==> config.mk <==
export PLATFORM = sky130hd
export DESIGN_NAME = multicycle_controller_flat
export DESIGN_NICKNAME = d
export VERILOG_FILES = /design/src/rtl/multicycle_controller_if.sv /design/src/rtl/multicycle_controller.sv /design/src/flat_wrapper.sv
export SDC_FILE = /design/constraint.sdc
export NUM_CORES = 1
export LEC_CHECK = 0
export CAP_MARGIN = 5
export CORE_MARGIN = 5
export CORE_UTILIZATION = 48
export DETAILED_ROUTE_END_ITERATION = 10
export MAX_ROUTING_LAYER = met4
export PLACE_DENSITY = 0.81
export SETUP_SLACK_MARGIN = 0.05
export SYNTH_ARGS = -nofsm -noshare
export SYNTH_HDL_FRONTEND = slang
export SYNTH_SLANG_ARGS = --single-unit
==> constraint.sdc <==
create_clock -name clk -period 2.4 [get_ports clk]
set_input_delay 0.36 -clock clk [delete_from_list [all_inputs] [get_ports clk]]
set_output_delay 0.36 -clock clk [all_outputs]
set_load 0.01 [all_outputs]
==> src/rtl/multicycle_controller_if.sv <==
// Control/status bundle between the RV32I multi-cycle controller and its datapath.
// master = controller side, slave = datapath/IR/memory side. CNT_W must match the controller's.
interface multicycle_controller_if #(
  parameter int CNT_W = 32
);
  logic [6:0]       op;
  logic [2:0]       funct3;
  logic             Zero;
  logic             ALUR31;
  logic             Carry;
  logic             mem_ready;
  logic             PCWrite;
  logic             IRWrite;
  logic             RegWrite;
  logic             MemRead;
  logic             MemWrite;
  logic             AdrSrc;
  logic [1:0]       ResultSrc;
  logic [1:0]       ALUSrcA;
  logic [1:0]       ALUSrcB;
  logic [1:0]       ALUOp;
  logic [2:0]       ImmSrc;
  logic [1:0]       Store;
  logic [2:0]       Load;
  logic             Take_Branch;
  logic             trap;
  logic [1:0]       trap_cause;
  logic             retire;
  logic [CNT_W-1:0] instret;

  modport master (
    input  op, funct3, Zero, ALUR31, Carry, mem_ready,
    output PCWrite, IRWrite, RegWrite, MemRead, MemWrite, AdrSrc,
           ResultSrc, ALUSrcA, ALUSrcB, ALUOp, ImmSrc, Store, Load,
           Take_Branch, trap, trap_cause, retire, instret
  );

  modport slave (
    output op, funct3, Zero, ALUR31, Carry, mem_ready,
    input  PCWrite, IRWrite, RegWrite, MemRead, MemWrite, AdrSrc,
           ResultSrc, ALUSrcA, ALUSrcB, ALUOp, ImmSrc, Store, Load,
           Take_Branch, trap, trap_cause, retire, instret
  );
endinterface

==> src/rtl/multicycle_controller.sv <==
// RV32I multi-cycle control FSM: fetch/decode/execute/memory/writeback sequencing,
// mem_ready handshake with bus watchdog, illegal-instruction trap and instret counter.
module multicycle_controller #(
  parameter int BUS_TIMEOUT = 16,
  parameter bit TRAP_HALT   = 1'b1,
  parameter int CNT_W       = 32
) (
  input  logic                   clk,
  input  logic                   reset,
  multicycle_controller_if.master bus
);

  localparam logic [6:0] OP_LOAD   = 7'b0000011;
  localparam logic [6:0] OP_STORE  = 7'b0100011;
  localparam logic [6:0] OP_R      = 7'b0110011;
  localparam logic [6:0] OP_I      = 7'b0010011;
  localparam logic [6:0] OP_BRANCH = 7'b1100011;
  localparam logic [6:0] OP_JAL    = 7'b1101111;
  localparam logic [6:0] OP_JALR   = 7'b1100111;
  localparam logic [6:0] OP_LUI    = 7'b0110111;
  localparam logic [6:0] OP_AUIPC  = 7'b0010111;

  localparam logic [1:0] CAUSE_ILL = 2'b01;
  localparam logic [1:0] CAUSE_BUS = 2'b10;

  localparam int              WD_W    = (BUS_TIMEOUT > 1) ? $clog2(BUS_TIMEOUT) : 1;
  localparam logic [WD_W-1:0] WD_LAST = WD_W'((BUS_TIMEOUT > 0) ? BUS_TIMEOUT - 1 : 0);

  typedef enum logic [3:0] {
    S_FETCH, S_DECODE, S_MEMADR, S_MEMREAD, S_MEMWB, S_MEMWRITE, S_EXECR,
    S_EXECI, S_ALUWB, S_BRANCH, S_JAL, S_JALR, S_UPPER, S_TRAP
  } state_t;

  state_t           state, state_nx;
  logic [WD_W-1:0]  wd_cnt;
  logic [1:0]       cause_q, cause_nx;
  logic [CNT_W-1:0] instret_q;

  logic       pc_wr, ir_wr, rf_wr, mem_rd, mem_wr, adr_src;
  logic [1:0] res_src, src_a, src_b, alu_op, store;
  logic [2:0] load, imm_src;
  logic       br_cond, take_br, trap_c, retire_c;
  logic       wait_st, timeout, ld_ok;

  assign wait_st = (state == S_FETCH) || (state == S_MEMREAD) || (state == S_MEMWRITE);
  assign timeout = (BUS_TIMEOUT > 0) && !bus.mem_ready && (wd_cnt == WD_LAST);
  assign ld_ok   = (bus.funct3 != 3'b011) && (bus.funct3[2:1] != 2'b11);

  always_comb begin
    imm_src = 3'b000;
    case (bus.op)
      OP_STORE:        imm_src = 3'b001;
      OP_BRANCH:       imm_src = 3'b010;
      OP_JAL:          imm_src = 3'b011;
      OP_LUI, OP_AUIPC: imm_src = 3'b100;
      default:         imm_src = 3'b000;
    endcase
  end

  // Carry means rs1 >= rs2 unsigned, so bltu takes on ~Carry.
  always_comb begin
    br_cond = 1'b0;
    case (bus.funct3)
      3'b000:  br_cond = bus.Zero;
      3'b001:  br_cond = ~bus.Zero;
      3'b100:  br_cond = bus.ALUR31;
      3'b101:  br_cond = ~bus.ALUR31;
      3'b110:  br_cond = ~bus.Carry;
      3'b111:  br_cond = bus.Carry;
      default: br_cond = 1'b0;
    endcase
  end

  always_comb begin
    state_nx = state;
    cause_nx = CAUSE_ILL;
    pc_wr    = 1'b0;
    ir_wr    = 1'b0;
    rf_wr    = 1'b0;
    mem_rd   = 1'b0;
    mem_wr   = 1'b0;
    adr_src  = 1'b0;
    res_src  = 2'b00;
    src_a    = 2'b00;
    src_b    = 2'b00;
    alu_op   = 2'b00;
    store    = 2'b00;
    load     = 3'b000;
    take_br  = 1'b0;
    trap_c   = 1'b0;
    retire_c = 1'b0;
    case (state)
      S_FETCH: begin
        mem_rd = 1'b1;
        if (bus.mem_ready) begin
          ir_wr    = 1'b1;
          pc_wr    = 1'b1;
          src_b    = 2'b10;
          res_src  = 2'b10;
          state_nx = S_DECODE;
        end else if (timeout) begin
          state_nx = S_TRAP;
          cause_nx = CAUSE_BUS;
        end
      end
      S_DECODE: begin
        src_a = 2'b01;
        src_b = 2'b01;
        case (bus.op)
          OP_LOAD, OP_STORE: state_nx = S_MEMADR;
          OP_R:              state_nx = S_EXECR;
          OP_I:              state_nx = S_EXECI;
          OP_BRANCH:         state_nx = S_BRANCH;
          OP_JAL:            state_nx = S_JAL;
          OP_JALR:           state_nx = S_JALR;
          OP_LUI, OP_AUIPC:  state_nx = S_UPPER;
          default:           state_nx = S_TRAP;
        endcase
      end
      S_MEMADR: begin
        src_a = 2'b10;
        src_b = 2'b01;
        if (bus.op == OP_LOAD) state_nx = ld_ok ? S_MEMREAD : S_TRAP;
        else state_nx = (bus.funct3 <= 3'b010) ? S_MEMWRITE : S_TRAP;
      end
      S_MEMREAD: begin
        adr_src = 1'b1;
        mem_rd  = 1'b1;
        load    = bus.funct3;
        if (bus.mem_ready) state_nx = S_MEMWB;
        else if (timeout) begin
          state_nx = S_TRAP;
          cause_nx = CAUSE_BUS;
        end
      end
      S_MEMWB: begin
        res_src  = 2'b01;
        rf_wr    = 1'b1;
        load     = bus.funct3;
        retire_c = 1'b1;
        state_nx = S_FETCH;
      end
      S_MEMWRITE: begin
        adr_src = 1'b1;
        mem_wr  = 1'b1;
        case (bus.funct3[1:0])
          2'b00:   store = 2'b10;
          2'b01:   store = 2'b01;
          default: store = 2'b00;
        endcase
        if (bus.mem_ready) begin
          retire_c = 1'b1;
          state_nx = S_FETCH;
        end else if (timeout) begin
          state_nx = S_TRAP;
          cause_nx = CAUSE_BUS;
        end
      end
      S_EXECR, S_EXECI: begin
        src_a    = 2'b10;
        src_b    = (state == S_EXECI) ? 2'b01 : 2'b00;
        alu_op   = 2'b10;
        state_nx = S_ALUWB;
      end
      S_ALUWB: begin
        rf_wr    = 1'b1;
        retire_c = 1'b1;
        state_nx = S_FETCH;
      end
      S_BRANCH: begin
        src_a  = 2'b10;
        alu_op = 2'b01;
        if (bus.funct3[2:1] == 2'b01) state_nx = S_TRAP;
        else begin
          take_br  = br_cond;
          pc_wr    = br_cond;
          retire_c = 1'b1;
          state_nx = S_FETCH;
        end
      end
      S_JALR: begin
        src_a    = 2'b10;
        src_b    = 2'b01;
        state_nx = S_JAL;
      end
      S_JAL: begin
        src_a    = 2'b01;
        src_b    = 2'b10;
        pc_wr    = 1'b1;
        state_nx = S_ALUWB;
      end
      S_UPPER: begin
        src_a    = (bus.op == OP_LUI) ? 2'b11 : 2'b01;
        src_b    = 2'b01;
        state_nx = S_ALUWB;
      end
      S_TRAP: begin
        trap_c   = 1'b1;
        state_nx = TRAP_HALT ? S_TRAP : S_FETCH;
      end
      default: state_nx = S_FETCH;
    endcase
  end

  always_ff @(posedge clk or posedge reset) begin
    if (reset) begin
      state     <= S_FETCH;
      wd_cnt    <= '0;
      cause_q   <= 2'b00;
      instret_q <= '0;
    end else begin
      state <= state_nx;
      // Any state change (including TRAP->FETCH) restarts the watchdog.
      if (state_nx != state || !wait_st) wd_cnt <= '0;
      else if (!bus.mem_ready) wd_cnt <= wd_cnt + 1'b1;
      if (state_nx == S_TRAP && state != S_TRAP) cause_q <= cause_nx;
      if (retire_c) instret_q <= instret_q + 1'b1;
    end
  end

  // Reset state is FETCH, so strobes must be masked while reset is held.
  assign bus.PCWrite     = pc_wr & ~reset;
  assign bus.IRWrite     = ir_wr & ~reset;
  assign bus.RegWrite    = rf_wr & ~reset;
  assign bus.MemRead     = mem_rd & ~reset;
  assign bus.MemWrite    = mem_wr & ~reset;
  assign bus.retire      = retire_c & ~reset;
  assign bus.AdrSrc      = adr_src;
  assign bus.ResultSrc   = res_src;
  assign bus.ALUSrcA     = src_a;
  assign bus.ALUSrcB     = src_b;
  assign bus.ALUOp       = alu_op;
  assign bus.ImmSrc      = imm_src;
  assign bus.Store       = store;
  assign bus.Load        = load;
  assign bus.Take_Branch = take_br;
  assign bus.trap        = trap_c;
  assign bus.trap_cause  = cause_q;
  assign bus.instret     = instret_q;

endmodule

==> src/flat_wrapper.sv <==
// flat-port wrapper written by rule: the top's interface ports become plain ports
module multicycle_controller_flat 
#(
  parameter int BUS_TIMEOUT = 16,
  parameter bit TRAP_HALT   = 1'b1,
  parameter int CNT_W       = 32
)
  (clk, reset, bus_op, bus_funct3, bus_Zero, bus_ALUR31, bus_Carry, bus_mem_ready, bus_PCWrite, bus_IRWrite, bus_RegWrite, bus_MemRead, bus_MemWrite, bus_AdrSrc, bus_ResultSrc, bus_ALUSrcA, bus_ALUSrcB, bus_ALUOp, bus_ImmSrc, bus_Store, bus_Load, bus_Take_Branch, bus_trap, bus_trap_cause, bus_retire, bus_instret);
  multicycle_controller_if #(.CNT_W(CNT_W)) bus_i ();
  input  logic clk;
  input  logic reset;
  input wire logic [$bits(bus_i.op)-1:0] bus_op;
  input wire logic [$bits(bus_i.funct3)-1:0] bus_funct3;
  input wire logic [$bits(bus_i.Zero)-1:0] bus_Zero;
  input wire logic [$bits(bus_i.ALUR31)-1:0] bus_ALUR31;
  input wire logic [$bits(bus_i.Carry)-1:0] bus_Carry;
  input wire logic [$bits(bus_i.mem_ready)-1:0] bus_mem_ready;
  output wire logic [$bits(bus_i.PCWrite)-1:0] bus_PCWrite;
  output wire logic [$bits(bus_i.IRWrite)-1:0] bus_IRWrite;
  output wire logic [$bits(bus_i.RegWrite)-1:0] bus_RegWrite;
  output wire logic [$bits(bus_i.MemRead)-1:0] bus_MemRead;
  output wire logic [$bits(bus_i.MemWrite)-1:0] bus_MemWrite;
  output wire logic [$bits(bus_i.AdrSrc)-1:0] bus_AdrSrc;
  output wire logic [$bits(bus_i.ResultSrc)-1:0] bus_ResultSrc;
  output wire logic [$bits(bus_i.ALUSrcA)-1:0] bus_ALUSrcA;
  output wire logic [$bits(bus_i.ALUSrcB)-1:0] bus_ALUSrcB;
  output wire logic [$bits(bus_i.ALUOp)-1:0] bus_ALUOp;
  output wire logic [$bits(bus_i.ImmSrc)-1:0] bus_ImmSrc;
  output wire logic [$bits(bus_i.Store)-1:0] bus_Store;
  output wire logic [$bits(bus_i.Load)-1:0] bus_Load;
  output wire logic [$bits(bus_i.Take_Branch)-1:0] bus_Take_Branch;
  output wire logic [$bits(bus_i.trap)-1:0] bus_trap;
  output wire logic [$bits(bus_i.trap_cause)-1:0] bus_trap_cause;
  output wire logic [$bits(bus_i.retire)-1:0] bus_retire;
  output wire logic [$bits(bus_i.instret)-1:0] bus_instret;
  assign bus_i.op = bus_op;
  assign bus_i.funct3 = bus_funct3;
  assign bus_i.Zero = bus_Zero;
  assign bus_i.ALUR31 = bus_ALUR31;
  assign bus_i.Carry = bus_Carry;
  assign bus_i.mem_ready = bus_mem_ready;
  assign bus_PCWrite = bus_i.PCWrite;
  assign bus_IRWrite = bus_i.IRWrite;
  assign bus_RegWrite = bus_i.RegWrite;
  assign bus_MemRead = bus_i.MemRead;
  assign bus_MemWrite = bus_i.MemWrite;
  assign bus_AdrSrc = bus_i.AdrSrc;
  assign bus_ResultSrc = bus_i.ResultSrc;
  assign bus_ALUSrcA = bus_i.ALUSrcA;
  assign bus_ALUSrcB = bus_i.ALUSrcB;
  assign bus_ALUOp = bus_i.ALUOp;
  assign bus_ImmSrc = bus_i.ImmSrc;
  assign bus_Store = bus_i.Store;
  assign bus_Load = bus_i.Load;
  assign bus_Take_Branch = bus_i.Take_Branch;
  assign bus_trap = bus_i.trap;
  assign bus_trap_cause = bus_i.trap_cause;
  assign bus_retire = bus_i.retire;
  assign bus_instret = bus_i.instret;
  multicycle_controller #(.BUS_TIMEOUT(BUS_TIMEOUT), .TRAP_HALT(TRAP_HALT), .CNT_W(CNT_W)) u_core (.clk(clk), .reset(reset), .bus(bus_i));
endmodule
== Word-level counts from Yosys, hierarchy flattened ==
Index checks and enable logic that the tools add are counted.

* Add/subtract/negate cells: 2
* Magnitude comparators: 1
* Equal/unequal tests: 36
* Multiplexer cells: 39
* Bitwise gates (word level): 10
* Reduce and logical (&&, ||, !) cells: 23

{| class="wikitable"
|+ Operator list
! cell !! number
|-
| $mux W4 || 10
|-
| $pmux W4 S9 || 1
|-
| $add A32 B1 Y32 const B || 1
|-
| $eq A4 B4 Y1 const B || 8
|-
| $pmux W4 S7 || 1
|-
| $eq A7 B6 Y1 const B || 3
|-
| $eq A7 B7 Y1 const B || 3
|-
| $eq A4 B3 Y1 const B || 4
|-
| $reduce_or A2 Y1 || 8
|-
| $eq A7 B5 Y1 const B || 2
|-
| $eq A3 B3 Y1 const B || 4
|-
| $mux W2 || 6
|-
| $pmux W2 S2 || 3
|-
| $pmux W3 S4 || 1
|-
| $mux W1 || 11
|-
| $eq A4 B2 Y1 const B || 2
|-
| $pmux W2 S4 || 1
|-
| $reduce_or A4 Y1 || 2
|-
| $eq A7 B2 Y1 const B || 1
|-
| $and A1 B1 Y1 || 6
|-
| $pmux W1 S3 || 2
|-
| $pmux W1 S6 || 1
|-
| $pmux W2 S3 || 1
|-
| $reduce_or A5 Y1 || 1
|-
| other kinds (19) || 28
|}

* Register bits after elaboration: 42
* Input bits: 16
* Output and inout port bits: 59
* Word-level logic and storage cells: 115

== Longest topological paths before layout ==
* Depth after elaboration: 8
* Depth in mapped cells: 8

== Least setup slack after synthesis ==
No wires, ideal clock.

* Path kind: register to output
* Start: reg u_core.state[0]
* End: out bus_PCWrite
* Data arrival time: 1,793 ps
* Data required time: 2,040 ps
* Slack: 247 ps
* Stages on the path, launching flop included: 7
* Buffers on the path: 2
* Cells stage by stage: dfrtp_1 clkbuf_1 clkbuf_1 nand2b_1 nor2_1 a21boi_1 o21a_1

* Longest elaborated chain between the ends: 3

{| class="wikitable"
|+ RTL lines
! what !! RTL line !! source
|-
| start, declared || multicycle_controller.sv:34 || <nowiki>state_t state, state_nx;</nowiki>
|-
| start signal, assigned || multicycle_controller.sv:212 || <nowiki>state <= state_nx;</nowiki>
|-
| $eq A4 B4 Y1 / $logic_not A4 Y1 (equally long branches) || multicycle_controller.sv:92 || <nowiki>case (state)</nowiki>
|-
| $pmux W1 S3 * || multicycle_controller.sv:92 ||
|-
| $and A1 B1 Y1 * || multicycle_controller.sv:222 || <nowiki>assign bus.PCWrite = pc_wr & ~reset;</nowiki>
|-
| end, declared || flat_wrapper.sv:18 || <nowiki>output wire logic [$bits(bus_i.PCWrite)-1:0] bus_PCWrite;</nowiki>
|}

Mark *: on every way between the ends. The rest lies on a longest branch, timed or not.

== Worst setup path after layout ==
* Start: reg u_core.state[1]
* End: out bus_RegWrite

* Longest elaborated chain between the ends: 4

{| class="wikitable"
|+ RTL lines
! what !! RTL line !! source
|-
| $eq A4 B3 Y1 / $eq A4 B4 Y1 (equally long branches) || multicycle_controller.sv:92 ||
|-
| $reduce_or A2 Y1 (no line) * || n/a ||
|-
| $mux W1 * || multicycle_controller.sv:92 ||
|-
| $and A1 B1 Y1 * || multicycle_controller.sv:224 || <nowiki>assign bus.RegWrite = rf_wr & ~reset;</nowiki>
|-
| end, declared || flat_wrapper.sv:20 || <nowiki>output wire logic [$bits(bus_i.RegWrite)-1:0] bus_RegWrite;</nowiki>
|}

Marks and branches as above.

==> results.json <==
{
  "power_density_mw_per_mm2": 737,
  "wl_per_cell_um": 15.1,
  "dpl.cell_count": 457,
  "yosys_warnings": 0,
  "min_period_over_period_pct": 95.4,
  "cp_data_arrival_time_ps": 1930,
  "setup_violations": 0,
  "synth-compound-area-share_pct": 9.69,
  "async_flop_share_pct": 100,
  "crit_fanout": 12,
  "io_pins": 75,
  "tritoncts": "built",
  "cts_buffers": 5,
  "max_cap_violations": 0,
  "worst_setup_path_start_kind": "register",
  "cp.required_ps": 2040,
  "postCtsHoldBufs": 0,
  "synth_edf_count": 0,
  "gp_congestion": 0.890,
  "hold_class": "reg2reg",
  "viasPerCell": 5.42,
  "antenna_found_initial": 0,
  "drtAntennaViolNets": 0,
  "fmax_ghz": 0.437,
  "drtIter0Drc": 136,
  "cts_max_level": 2,
  "die_w_um": 83.5,
  "fin_worst_skew_ps": 6.04,
  "drc": 0,
  "worst_ir_drop_vdd_mv": 0.433,
  "yosysSeqAreaShare_pct": 40.5,
  "worstSetupEndpointType": "output pin",
  "placed_cell_area_mm2": 0.00362,
  "netlist_area_mm2": 0.00259,
  "first_pass_iters": 4,
  "cp_slowest_stage_delay_ps": 580,
  "fin_crit_ps": 2290,
  "synthXorXnorAreaFrac_pct": 13.5,
  "rsz0062_at_grt": "yes",
  "crit_chain": "or2_2 > nor3_1 > clkdlybuf4s50_1",
  "hpwl_um": 5400,
  "status": "finished clean",
  "final_cells": 474,
  "p_leak_nw": 1.78,
  "port_buffers": 74,
  "routed_wl_um": 7160,
  "multiInputGateArea_mm2": 0.00149,
  "grt_max_degree": 37,
  "path_clk_slew_ps": 80,
  "max-clock-path-buffers": 2,
  "layout.nets": 422,
  "muxShareOfSynthArea_pct": 1.54,
  "synth-simple-area-share_pct": 30.0,
  "avgSynthCellArea_um2": 8.86,
  "path_buf_inv": 1,
  "rows": 26,
  "vias": 2571,
  "pre_cts_ws_ps": -274,
  "overflow": 0,
  "worstSetupPathType": "reg2out",
  "drive_above_1_share_pct": 17.1,
  "synth-seq-cells": 42,
  "syn_inst": 293,
  "root_buffer": "clkbuf_8",
  "floorplan.die_area_mm2": 0.00698,
  "synth_ff_type": "dfrtp_1",
  "drv_slew": 0,
  "max_slew_margin_pct": 70.0,
  "regArea_mm2": 0.00106,
  "start_util_pct": 50.2,
  "r2r_slack_ps": 270,
  "grt_use_total_pct": 21.2,
  "timing.final.ws_setup_ps": 109,
  "antennaDiodeCount": 0,
  "post-route-util_pct": 74.2,
  "grt_pass1_vias": 2510,
  "yosys.cell_types.count": 53,
  "synth_top_family_by_area": "simple AND/OR/NAND/NOR gates",
  "tightest_slew_ps": 449,
  "area_delta_synth_final_pct": 48.0,
  "finalInstanceArea_mm2": 0.00384,
  "die_h_um": 83.5,
  "path_delay_family": "buffers and inverters",
  "cts.sinks": 42,
  "synthesis.nets": 311,
  "clock_latency_ps": 290,
  "grt_pass1_wl_um": 12000,
  "hold_viol": 0,
  "synthAdderAreaFrac_pct": 0.964,
  "slowest_stage": "clkdlybuf4s50_1",
  "n_fill_cell": 342,
  "coreArea_mm2": 0.00517
}
==> synthesized netlist by cell type (2+ instances only) <==
cell type | n | area, µm²
nor3_1 | 5 | 25.0
nor4bb_1 | 2 | 20.0
nand2b_1 | 5 | 31.3
and2_1 | 6 | 37.5
or2_1 | 2 | 12.5
xor2_1 | 9 | 78.8
o21a_1 | 2 | 15.0
nand4b_1 | 2 | 17.5
nand3_1 | 16 | 80.1
or2_0 | 2 | 12.5
ha_1 | 2 | 25.0
and4_1 | 2 | 17.5
nor3b_1 | 2 | 15.0
o31ai_1 | 2 | 15.0
inv_1 | 11 | 41.3
a21oi_1 | 7 | 35.0
and3b_1 | 2 | 17.5
a31oi_1 | 4 | 25.0
xnor2_1 | 31 | 272
nand2_1 | 30 | 113
dfrtp_1 | 42 | 1050
nor4_1 | 4 | 25.0
o32ai_1 | 2 | 17.5
o21ai_0 | 6 | 30.0
nor2b_1 | 2 | 12.5
nand4_1 | 13 | 81.3
nor2_1 | 27 | 101
and3_1 | 12 | 75.1
buf_2 | 4 | 20.0
clkbuf_1 | 10 | 37.5
mux2i_1 | 4 | 40.0
a211oi_1 | 2 | 15.0
==> logic make-up after synthesis <==
| kind of cell | after synthesis |
|---|---|
| and+or+nand+nor | 143 |
| buffers and inverters | 25 |
| xor gates and xnor gates | 40 |
| adders and majority gates | 2 |
| muxes | 4 |
| AOI/OAI and AO/OA | 37 |
| DFF | 42 |
==> report_power, final <==
part / internal [mW] / total (mW) / switching [mW]
Clock: 0.195 / 0.420 / 0.224
Combinational: 0.754 / 1.46 / 0.706
Sequential: 0.797 / 0.951 / 0.154
Total: 1.75 / 2.83 / 1.08
==> layout by cell type, fill, tap and decap left out, drive strengths merged, types with 10 or more instances in the layout <==
cell           Yosys  final
nand4             13     13
and3              12     12
buf                4     44
clkdlybuf4s50      0     58
nor2              27     27
xnor2             31     31
nand3             16     16
inv               11     10
nand2             30     30
dfrtp             42     42
==> worst paths after layout <==
check	end	cells after the start	start
worst max-delay path	bus_RegWrite	3	u_core.state[1]
worst min-delay path	u_core.bus.instret[31]	1	u_core.bus.instret[31]
worst max register to register	u_core.bus.instret[25]	8	u_core.state[3]
worst min register to register	u_core.bus.instret[31]	1	u_core.bus.instret[31]
max in group asynchronous	u_core.bus.instret[22]	3	reset
min in group asynchronous	u_core.state[3]	3	reset
==> through the flow <==
stage / hold WS (ps) / power, mW / TNS (ps)
after floorplan: 504 / 1.68 / 0
after global placement: 457 / 2.26 / -1040
after detailed placement: 470 / 2.30 / -1460
after CTS: 488 / 2.75 / 0
after global routing: 499 / 3.01 / 0
final: 482 / 2.83 / 0
==> flip-flops by register name (all words and copies together) (netlist names) <==
signal                 flops
u_core.wd_cnt              4
u_core.bus.trap_cause      2
u_core.state               4
u_core.bus.instret        32
==> cell type report <==
cell class / count / area share [%]
inverter: 11 / 1.08
timing repair buffer: 118 / 28.4
clock buffer: 5 / 1.79
tap: 70 / 2.28
clock inverter: 2 / 0.261
sequential: 42 / 27.5
multi-input combinational: 226 / 38.7
==> per-layer routing <==
metal,track usage [%],wire (µm),share of wire [%]
met4,4.97,38,0.53
met3,4.34,416,5.8
met1,27.3,3140,44
met5,-,0,0
met2,34.5,3560,50
==> worst register-to-register path: stages, from the launching register on <==
cell	delay [ps]
dfrtp_2	450
buf_4	170
and3b_1	210
o21ai_2	190
nand2_2	110
nor4b_1	400
buf_4	180
and3_1	160
xor2_1	170
==> what timing repair did <==
item | CTS | global route
hold endpoints to repair | 0 | 0
cloned | 0 | 0
resized for setup | 18 | 12
setup endpoints to repair | 19 | 14
setup buffers | 3 | 7
No activity file was read; power rests on OpenSTA's default activity.
